`src/rtl/split_line_fetch_sched_if.sv`:
```
// Frame-buffer read-request bus between the line fetch scheduler and the DDR read master.
// Only one burst is outstanding at a time: rd_req is held until rd_ack, and rd_done closes the burst.
interface split_line_fetch_sched_if #(
    parameter int ADDR_W = 24
);
    logic              rd_req;
    logic              rd_ack;
    logic              rd_done;
    logic [ADDR_W-1:0] rd_addr;
    logic [7:0]        rd_len;
    logic              rd_sel;

    modport master (
        output rd_req, rd_addr, rd_len, rd_sel,
        input  rd_ack, rd_done
    );

    modport slave (
        input  rd_req, rd_addr, rd_len, rd_sel,
        output rd_ack, rd_done
    );
endinterface

```
`src/rtl/split_line_fetch_sched.sv`:
```
// Per-line read scheduler for the split-screen mixer: fetches one half-line from each image
// buffer in fixed-size bursts over a single read port, arbitrating the two sides round-robin.
module split_line_fetch_sched #(
    parameter int              HALF_W     = 512,
    parameter int              V_ACTIVE   = 768,
    parameter int              BURST_LEN  = 64,
    parameter int              ADDR_W     = 24,
    parameter logic [ADDR_W-1:0] LEFT_BASE  = 24'h000000,
    parameter logic [ADDR_W-1:0] RIGHT_BASE = 24'h0C0000
) (
    input  logic                           pixel_clk,
    input  logic                           rst_n,
    input  logic                           frame_start,
    input  logic                           line_req,
    input  logic                           left_room,
    input  logic                           right_room,
    split_line_fetch_sched_if.master       rd,
    output logic                           line_busy,
    output logic                           frame_done,
    output logic                           line_overrun
);

    localparam int NB     = HALF_W / BURST_LEN;
    localparam int CNT_W  = $clog2(NB + 1);
    localparam int LINE_W = $clog2(V_ACTIVE + 1);

    typedef enum logic [1:0] {IDLE, ARB, REQ, WAIT} state_t;

    state_t              state, state_nxt;
    logic [LINE_W-1:0]   line, line_nxt;
    logic [CNT_W-1:0]    l_cnt, l_cnt_nxt, r_cnt, r_cnt_nxt;
    logic                last_sel, last_sel_nxt;
    logic                abort, abort_nxt;
    logic                req_q, req_nxt;
    logic                sel_q, sel_nxt;
    logic [ADDR_W-1:0]   addr_q, addr_nxt;
    logic                busy_nxt, frame_done_nxt, overrun_nxt;
    logic                l_elig, r_elig, pick, can_start;
    logic [ADDR_W-1:0]   line_off, l_addr, r_addr;

    assign line_off = ADDR_W'(line) * ADDR_W'(HALF_W);
    assign l_addr   = LEFT_BASE  + line_off + ADDR_W'(l_cnt) * ADDR_W'(BURST_LEN);
    assign r_addr   = RIGHT_BASE + line_off + ADDR_W'(r_cnt) * ADDR_W'(BURST_LEN);
    assign l_elig   = (l_cnt < CNT_W'(NB)) && left_room;
    assign r_elig   = (r_cnt < CNT_W'(NB)) && right_room;

    assign rd.rd_req  = req_q;
    assign rd.rd_addr = addr_q;
    assign rd.rd_sel  = sel_q;
    assign rd.rd_len  = 8'(BURST_LEN);

    always_ff @(posedge pixel_clk or negedge rst_n) begin
        if (!rst_n) begin
            state        <= IDLE;
            line         <= '0;
            l_cnt        <= '0;
            r_cnt        <= '0;
            last_sel     <= 1'b1;
            abort        <= 1'b0;
            req_q        <= 1'b0;
            sel_q        <= 1'b0;
            addr_q       <= '0;
            line_busy    <= 1'b0;
            frame_done   <= 1'b0;
            line_overrun <= 1'b0;
        end else begin
            state        <= state_nxt;
            line         <= line_nxt;
            l_cnt        <= l_cnt_nxt;
            r_cnt        <= r_cnt_nxt;
            last_sel     <= last_sel_nxt;
            abort        <= abort_nxt;
            req_q        <= req_nxt;
            sel_q        <= sel_nxt;
            addr_q       <= addr_nxt;
            line_busy    <= busy_nxt;
            frame_done   <= frame_done_nxt;
            line_overrun <= overrun_nxt;
        end
    end

    // A frame_start seen in WAIT is remembered in abort, because the in-flight burst must drain first.
    always_comb begin
        state_nxt      = state;
        line_nxt       = line;
        l_cnt_nxt      = l_cnt;
        r_cnt_nxt      = r_cnt;
        last_sel_nxt   = last_sel;
        abort_nxt      = abort;
        req_nxt        = req_q;
        sel_nxt        = sel_q;
        addr_nxt       = addr_q;
        busy_nxt       = line_busy;
        frame_done_nxt = 1'b0;
        overrun_nxt    = line_overrun;
        pick           = 1'b0;
        can_start      = 1'b0;

        if (frame_start) begin
            line_nxt    = '0;
            overrun_nxt = 1'b0;
        end

        case (state)
            IDLE: begin
            end
            ARB: begin
                if (frame_start) begin
                    state_nxt = IDLE;
                    busy_nxt  = 1'b0;
                end else if (l_cnt == CNT_W'(NB) && r_cnt == CNT_W'(NB)) begin
                    state_nxt      = IDLE;
                    busy_nxt       = 1'b0;
                    line_nxt       = line + 1'b1;
                    frame_done_nxt = (line_nxt == LINE_W'(V_ACTIVE));
                end else if (l_elig || r_elig) begin
                    pick      = (l_elig && r_elig) ? !last_sel : r_elig;
                    sel_nxt   = pick;
                    addr_nxt  = pick ? r_addr : l_addr;
                    req_nxt   = 1'b1;
                    state_nxt = REQ;
                end
            end
            REQ: begin
                if (rd.rd_ack) begin
                    req_nxt   = 1'b0;
                    state_nxt = WAIT;
                    if (frame_start) abort_nxt = 1'b1;
                end else if (frame_start) begin
                    req_nxt   = 1'b0;
                    state_nxt = IDLE;
                    busy_nxt  = 1'b0;
                end
            end
            WAIT: begin
                if (frame_start) abort_nxt = 1'b1;
                if (rd.rd_done) begin
                    if (abort || frame_start) begin
                        state_nxt = IDLE;
                        busy_nxt  = 1'b0;
                        abort_nxt = 1'b0;
                    end else begin
                        if (sel_q) r_cnt_nxt = r_cnt + 1'b1;
                        else       l_cnt_nxt = l_cnt + 1'b1;
                        last_sel_nxt = sel_q;
                        state_nxt    = ARB;
                    end
                end
            end
            default: state_nxt = IDLE;
        endcase

        // A line may start if idle, or if frame_start just aborted the line in progress.
        can_start = !line_busy || (frame_start && state_nxt == IDLE);
        if (line_req) begin
            if (!can_start) begin
                overrun_nxt = 1'b1;
            end else if (line_nxt < LINE_W'(V_ACTIVE)) begin
                state_nxt    = ARB;
                busy_nxt     = 1'b1;
                l_cnt_nxt    = '0;
                r_cnt_nxt    = '0;
                last_sel_nxt = 1'b1;
                abort_nxt    = 1'b0;
            end
        end
    end

endmodule

```
`src/flat_wrapper.sv`:
```
// flat-port wrapper written by rule: the top's interface ports become plain ports
module split_line_fetch_sched_flat 
#(
    parameter int              HALF_W     = 512,
    parameter int              V_ACTIVE   = 768,
    parameter int              BURST_LEN  = 64,
    parameter int              ADDR_W     = 24,
    parameter logic [ADDR_W-1:0] LEFT_BASE  = 24'h000000,
    parameter logic [ADDR_W-1:0] RIGHT_BASE = 24'h0C0000
)
  (pixel_clk, rst_n, frame_start, line_req, left_room, right_room, line_busy, frame_done, line_overrun, rd_rd_req, rd_rd_addr, rd_rd_len, rd_rd_sel, rd_rd_ack, rd_rd_done);
  split_line_fetch_sched_if #(.ADDR_W(ADDR_W)) rd_i ();
  input  logic pixel_clk;
  input  logic rst_n;
  input  logic frame_start;
  input  logic line_req;
  input  logic left_room;
  input  logic right_room;
  output logic line_busy;
  output logic frame_done;
  output logic line_overrun;
  output wire logic [$bits(rd_i.rd_req)-1:0] rd_rd_req;
  output wire logic [$bits(rd_i.rd_addr)-1:0] rd_rd_addr;
  output wire logic [$bits(rd_i.rd_len)-1:0] rd_rd_len;
  output wire logic [$bits(rd_i.rd_sel)-1:0] rd_rd_sel;
  input wire logic [$bits(rd_i.rd_ack)-1:0] rd_rd_ack;
  input wire logic [$bits(rd_i.rd_done)-1:0] rd_rd_done;
  assign rd_rd_req = rd_i.rd_req;
  assign rd_rd_addr = rd_i.rd_addr;
  assign rd_rd_len = rd_i.rd_len;
  assign rd_rd_sel = rd_i.rd_sel;
  assign rd_i.rd_ack = rd_rd_ack;
  assign rd_i.rd_done = rd_rd_done;
  split_line_fetch_sched #(.HALF_W(HALF_W), .V_ACTIVE(V_ACTIVE), .BURST_LEN(BURST_LEN), .ADDR_W(ADDR_W), .LEFT_BASE(LEFT_BASE), .RIGHT_BASE(RIGHT_BASE)) u_core (.pixel_clk(pixel_clk), .rst_n(rst_n), .frame_start(frame_start), .line_req(line_req), .left_room(left_room), .right_room(right_room), .rd(rd_i), .line_busy(line_busy), .frame_done(frame_done), .line_overrun(line_overrun));
endmodule
```
`config.mk`:
```
export PLATFORM = sky130hd
export DESIGN_NAME = split_line_fetch_sched_flat
export DESIGN_NICKNAME = d
export VERILOG_FILES = /design/src/rtl/split_line_fetch_sched_if.sv /design/src/rtl/split_line_fetch_sched.sv /design/src/flat_wrapper.sv
export SDC_FILE = /design/constraint.sdc
export NUM_CORES = 1
export LEC_CHECK = 0
export CAP_MARGIN = 20
export CELL_PAD_IN_SITES_DETAIL_PLACEMENT = 0
export CELL_PAD_IN_SITES_GLOBAL_PLACEMENT = 1
export CORE_MARGIN = 4
export CORE_UTILIZATION = 44
export CTS_BUF_LIST = sky130_fd_sc_hd__clkbuf_16
export CTS_CLUSTER_SIZE = 28
export DETAILED_ROUTE_END_ITERATION = 8
export GPL_TIMING_DRIVEN = 0
export PLACE_DENSITY = 0.95
export SYNTH_ARGS = -nofsm -noshare
export SYNTH_HDL_FRONTEND = slang
export SYNTH_SLANG_ARGS = --single-unit
```
`constraint.sdc`:
```
create_clock -name pixel_clk -period 3.3 [get_ports pixel_clk]
set_clock_uncertainty 0.05 [all_clocks]
set_input_delay 0.66 -clock pixel_clk [delete_from_list [all_inputs] [get_ports pixel_clk]]
set_output_delay 0.66 -clock pixel_clk [all_outputs]
set_load 0.01 [all_outputs]
```
==> results by group, run 1 <==
Status
  – Status: complete, no violations

Clock tree
  – CTS tree: done
  – H-tree levels: 2
  – Setup Buffers After CTS: 0
  – CTS clk-pin slew, worst paths: 0.06 ns
  – CTS Sinks: 42
  – Clock Latency Late Sink: 0.28 ns
  – TritonCTS Buffers: 5
  – Post-CTS sizing: 0
  – Max clock buf depth: 2
  – Root Driver: clkbuf_16
  – Count of hold buffers inserted by post-cts repair: 0

Placed design
  – Routability cong.: 0.840
  – PortBufs: 26
  – # placed instances: 414
  – Dpl hpwl: 4550 um
  – DP Area: 3170 um^2

GRT
  – All-Layer GR Usage: 17.3%
  – Largest net degree at the start of global routing: 25
  – Grt ovf: 0
  – First-pass GRT wire length: 10,500 um
  – Vias in the first global route: 2,266
  – Initial antenna violation count: 0

Die
  – Die ar.: 7540 um^2
  – Die Y-Extent: 86.9 um
  – Die W: 86.9 um
  – CORE AREA: between 5000 and 6000 um^2
  – Initial Utilization: 45.7%
  – I/O pins: 45
  – Row cnt: 28

Worst setup path
  – CP delay by family, top: buffers and inverters
  – Cell-by-cell listing of the critical path: clkdlybuf4s50_1 -> nor2b_1 -> a21oi_1 -> or4_1 -> buf_2 -> buf_6 -> nand2_1 -> o31ai_1
  – Crit. End Element: flop
  – Worst Path Arrival: between 2 and 2.5 ns
  – CP Launch Type: input pin
  – Reg2Reg Setup Slack: 1.11 ns
  – Slowest cell delay on critical path: about 0.48 ns
  – CP Max Fanout: 10
  – CP Class: in -> reg
  – Slowest cell on the critical path: clkdlybuf4s50_1
  – Worst path buffer plus inverter count: 3
  – Worst EP required: 3.40 ns

Power
  – Leakage: around 1.4 nW
  – Power Density: 490 nW/um^2
  – Worst vdd ir: about 0.40 mV
  – Total power: 1.64 mW

Logic synthesis
  – Synth unique cells: 63
  – Syn Inst Count: 297
  – Sequential fraction of the synthesis area: 38.5%
  – Mapped Avg Cell Area: approximately 9.2 um^2
  – Asr flop ratio synth: 100%
  – Count leader, synth: dfrtp_1
  – Synth top area cells: dfrtp_1, buf_4, nand2_1, ha_1, a21oi_1
  – FF+latch count, synth: 42
  – Yosys top cell area share: 37.5%
  – Post-synth EDFFs: 0
  – Synth area leader: dfrtp_1
  – Post-Synthesis Cell Area: between 2000 and 3000 um^2
  – Commonest cells post-synth: dfrtp_1, nand2_1, a21oi_1, buf_4, o21ai_1
  – Synth warn: 0
  – Post-synth top flop: dfrtp_1

Routing
  – Iter 0 DRT Violations: 138
  – Routed WL: between 5000 and 6000 um
  – Via count: 2,205
  – WL/cell: 14.0 um
  – Final ANT Viol Nets: 0
  – Detailed-route vias per instance: ~5.2
  – DRC violations left: 0
  – 1st-pass router iterations: 4

STA
  – Post-route setup TNS: 0 ns
  – Final setup fails: 0
  – F_max: roughly 430 MHz
  – Fin crit period: ~2.4 ns
  – Final hold violation count: 0
  – Fin crit share: 71.2%
  – RSZ-0062 raised after global routing: no
  – Slew Viols, Final: 0

Final layout
  – Finished Layout Cells: 422
  – Nets: 364
  – Fin area: 3360 um^2
  – Inserted Diodes: 0
  – Layout area overhead: 22.7%
  – Layout cells sized above 1: 15.9%

Flow run
  – Max_cap viols: 0

Min path
  – HP Class: in -> async
[where the power goes]
group	switching [mW]	leakage, nW	internal, mW
registers	0.0430	0.567	0.578
clock network	0.196	0.0915	0.431
logic	0.204	0.781	0.192
total	0.443	1.44	1.20
[metal layers]
layer / share of wire (%) / vias to the layer above / GRT usage [%]
met3: 3.7 / 6 / 2.93
li1: - / 1092 / -
met2: 52 / 48 / 30.8
met5: 0 / - / 0
met4: 1.2 / 0 / 6.09
met1: 43 / 1059 / 21.0
[kinds of logic after synthesis]
| kind of cell | after synthesis | share of synthesized area [%] |
|---|---|---|
| compound gates | 65 | 14.3 |
| xor+xnor | 21 | 6.72 |
| fa+ha+maj | 10 | 4.57 |
| buf+inv | 43 | 10.3 |
| flops | 42 | 38.5 |
| simple gates | 106 | 22.3 |
| other cells | 2 | 0.274 |
| mux | 8 | 3.11 |
[placed cells by master, fill, tap and decap left out, drive strengths merged, types with 2 or more instances in the layout]
| cell | Yosys | final |
|---|---|---|
| dfrtp | 41 | 41 |
| nand2 | 34 | 34 |
| buf | 28 | 30 |
| clkdlybuf4s50 | 0 | 25 |
| o21ai | 24 | 24 |
| a21oi | 23 | 23 |
| conb | 2 | 17 |
| nor2 | 15 | 15 |
| nand3 | 13 | 13 |
| xnor2 | 12 | 12 |
| clkbuf | 7 | 12 |
| ha | 10 | 10 |
| xor2 | 9 | 9 |
| inv | 8 | 8 |
| mux2i | 7 | 7 |
| nand4 | 6 | 6 |
| nor3 | 6 | 6 |
| nor2b | 5 | 5 |
| or3 | 4 | 4 |
| and3 | 4 | 4 |
| nand2b | 3 | 3 |
| or2 | 3 | 3 |
| nor4 | 3 | 3 |
| a31oi | 2 | 2 |
| bufinv | 0 | 2 |
| a21boi | 2 | 2 |
| and2b | 2 | 2 |
| a22oi | 2 | 2 |
[worst register-to-register path, delay by kind of cell (launching register included)]
family | cells | cell delay [ns]
adder cells (fa/ha/maj) | 1 | 0.29
AO/OA/AOI/OAI | 2 | 0.20
AND/OR/NAND/NOR | 2 | 0.36
multiplexers | 1 | 0.34
flip-flops | 1 | 0.62
buffers and inverters | 1 | 0.18
[path summary, 6_finish.rpt]
check                                                       from                                end  depth (start not counted)
worst min-delay path                                       rst_n  u_core.rd.rd_addr[12]$_DFFE_PN0P_                          1
min in group pixel_clk          u_core.rd.rd_addr[6]$_DFFE_PN0P_   u_core.rd.rd_addr[6]$_DFFE_PN0P_                          2
worst max-delay path                                  right_room  u_core.rd.rd_addr[20]$_DFFE_PN0P_                          8
max in group asynchronous                                  rst_n          u_core.last_sel$_DFF_PN1_                          2
worst max register to register          u_core.line[1]$_DFF_PN0_          u_core.state[1]$_DFF_PN0_                          7
worst min register to register  u_core.rd.rd_addr[6]$_DFFE_PN0P_   u_core.rd.rd_addr[6]$_DFFE_PN0P_                          2
[registers in the layout (all words and copies together) (netlist names), 2 cells and up]
register and flops:
u_core.rd.rd_addr 15, u_core.line 10, u_core.l_cnt 4, u_core.r_cnt 4, u_core.state 2
[area by class of cell]
cell class / count / area, um^2
Timing Repair Buffer: 27 / 283
Clock inverter: 3 / 63.8
Buffer: 35 / 253
Sequential cell: 42 / 1050
Clock buffer: 5 / 125
Multi-Input combinational cell: 227 / 1460
Inverter: 8 / 30.0
Fill cell: 533 / 2630
Tap cell: 75 / 93.8
[per-stage QoR]
stage / setup WS, ns / util, % / hold WS, ns
floorplan: 1.35 / - / 0.314
global placement: 0.472 / 52.5 / 0.417
detailed placement: 0.630 / 52.9 / 0.425
CTS: 0.938 / 56.1 / 0.295
global route: 0.834 / 56.1 / 0.316
finish: 0.950 / 56.1 / 0.287
Note: power is estimated with default switching activity, not from simulation.
==> run 2: changes to the inputs <==
CORE_UTILIZATION = 37   (was 44)
PLACE_DENSITY = 0.89   (was 0.95)
clock period = 2.1 ns   (was 3.3 ns; I/O delays follow)
==> run 2 against run 1 <==
  * Global-route usage down 2.0 points
  * Count of clock-buffer cells in the layout unchanged
  * Flip-flop and latch count unchanged
==> results by group, run 2 (same netlist as run 1, synthesis figures left out) <==
Status
  – Status: complete, no violations

Clock tree
  – TritonCTS Buffers: 5
  – H-tree levels: 2
  – CTS tree: done
  – CTS Sinks: 42
  – CTS clk-pin slew, worst paths: 0.06 ns
  – Root Driver: clkbuf_16
  – Max clock buf depth: 2
  – Clock Latency Late Sink: 0.29 ns

Die
  – I/O pins: 45
  – Die ar.: 8840 um^2
  – Die Y-Extent: 94.0 um
  – Die W: ~94 um
  – Initial Utilization: 37.9%
  – CORE AREA: just over 7000 um^2
  – Row cnt: 31

Worst setup path
  – Worst EP required: around 2.3 ns
  – Reg2Reg Setup Slack: 0.06 ns
  – CP Launch Type: flop
  – Crit. End Element: flop
  – Worst Path Arrival: 2.20 ns
  – CP Max Fanout: 5
  – CP Class: reg -> reg

Routing
  – Iter 0 DRT Violations: 75
  – Via count: 2,244
  – Final ANT Viol Nets: 0
  – WL/cell: around 14 um
  – 1st-pass router iterations: 4
  – Detailed-route vias per instance: 4.91
  – Routed WL: 6180 um
  – DRC violations left: 0

STA
  – Max_slew headroom: 64.6%
  – RSZ-0062 raised after global routing: yes
  – Worst slew pin tran: about 0.53 ns
  – Final setup fails: 0
  – Slew Viols, Final: 0
  – F_max: 491 MHz
  – PnR worst setup slack: ~0.064 ns
  – Fin crit share: 97.0%
  – Fin crit period: about 2 ns
  – Final hold violation count: 0
  – Hold slack: 0.0551 ns

Placed design
  – DP Area: between 3000 and 4000 um^2
  – # placed instances: 438
  – DP Worst Slack: -0.352 ns
  – PortBufs: 26
  – Dpl hpwl: approximately 4600 um
  – Routability cong.: 0.800

Final layout
  – Filler cells: 720
  – Commonest non-fill, non-tap cell in the layout: dfrtp_1
  – Layout cells sized above 1: 21.2%
  – Layout area overhead: 28.4%
  – Most frequent cells in the layout: dfrtp_1, nand2_1, buf_4
  – Multi-input gate area in the final layout: 1510 um^2
  – Nets: 375
  – Fin area: 3510 um^2
  – Inserted Diodes: 0
  – Max FFs per register: 15
  – Finished Layout Cells: 457
  – Register Area: 1050 um^2

Power
  – P_sw: 0.718 mW
  – Int Pwr: around 1.8 mW
  – Power Density: between 700 and 800 nW/um^2
  – Comb pwr share: between 20% and 30%
  – Worst vdd ir: just over 0.4 mV
  – Reg power frac: between 30% and 40%
  – Sw Share: 28.8%
  – Total power: 2.49 mW
  – Leakage: 1.51 nW
  – Clk network pwr share: 35.5%

GRT
  – First-pass GRT wire length: 10,800 um
  – All-Layer GR Usage: 15.3%
  – Initial antenna violation count: 0
  – Vias in the first global route: 2,255
  – Grt ovf: 0
  – Largest net degree at the start of global routing: 23

Min path
  – HP Class: in -> async

Flow run
  – Max_cap viols: 0
run 2: cell types whose count changed in the layout (fill, tap and decap cells not counted), moves of 2 or more:
cell	delta
buf_6	+2
inv_2	+2
inv_1	-2
clkinv_2	+2
dfrtp_2	+2
dfrtp_1	-2
buf_4	+10
run 2: area by class of cell:
type / instances / share of cell area, %
Buffer: 34 / 7.05
Clock buffer: 5 / 3.56
Clock inverter: 3 / 1.14
Inverter: 8 / 0.855
Multi-Input combinational cell: 227 / 43.0
Sequential cell: 42 / 30.0
Tap cell: 99 / 3.53
Timing Repair Buffer: 39 / 10.8
run 2: power by group through the flow:
| stage | logic (mW) | registers, mW | clock network, mW |
|---|---|---|---|
| floorplan | 0.337 | 1.01 | 0 |
| global placement | 0.615 | 0.986 | 0 |
| detailed placement | 0.629 | 0.988 | 0 |
| CTS | 0.647 | 0.970 | 0.899 |
| global route | 0.711 | 0.984 | 0.944 |
| finish | 0.639 | 0.969 | 0.884 |
run 2: what timing repair did:
action                                  4_1_cts  5_1_grt
gates cloned                                  1        0
endpoints found under the setup margin       27       32
hold buffers                                  0        0
setup buffers                                 8        3
endpoints found under the hold margin         0        0
pin swaps                                     2        6
gates resized for setup                       8       10
run 2: worst paths after layout:
path                                                         from                           endpoint  cells past startpoint
min in group pixel_clk          u_core.rd.rd_addr[11]$_DFFE_PN0P_  u_core.rd.rd_addr[11]$_DFFE_PN0P_                      2
worst max-delay path                    u_core.r_cnt[1]$_DFF_PN0_          u_core.last_sel$_DFF_PN1_                      7
worst min-delay path                                        rst_n  u_core.rd.rd_addr[11]$_DFFE_PN0P_                      1
max in group asynchronous                                   rst_n           u_core.line[1]$_DFF_PN0_                      2
worst min register to register  u_core.rd.rd_addr[11]$_DFFE_PN0P_  u_core.rd.rd_addr[11]$_DFFE_PN0P_                      2
worst max register to register          u_core.r_cnt[1]$_DFF_PN0_          u_core.last_sel$_DFF_PN1_                      7
run 2: critical path, stage by stage (launching register included):
cell	delay [ns]
dfrtp_1	0.42
inv_2	0.09
ha_4	0.13
nand4bb_4	0.17
or3_4	0.43
nor3_4	0.23
o21ai_4	0.12
a221o_1	0.32
run 2: per-stage QoR:
step | utilization (%) | TNS [ns]
after floorplan | - | 0
after global placement | 44.0 | -28.47
after detailed placement | 44.3 | -6.93
after CTS | 47.9 | 0
after global routing | 48.7 | -0.129
final | 48.7 | 0
run 2: routing by layer:
layer	GRT usage [%]	vias to the layer above	routed length, um
li1	-	1119	-
met2	26.0	51	3110
met1	18.7	1060	2650
met3	3.61	14	286
met5	0	-	0
met4	6.02	0	140
==> run 3: changes to the inputs <==
CAP_MARGIN = not set   (was 20)
==> results of run 3 <==
Same layout as run 2: the final DEF is identical, and so are final timing and power.
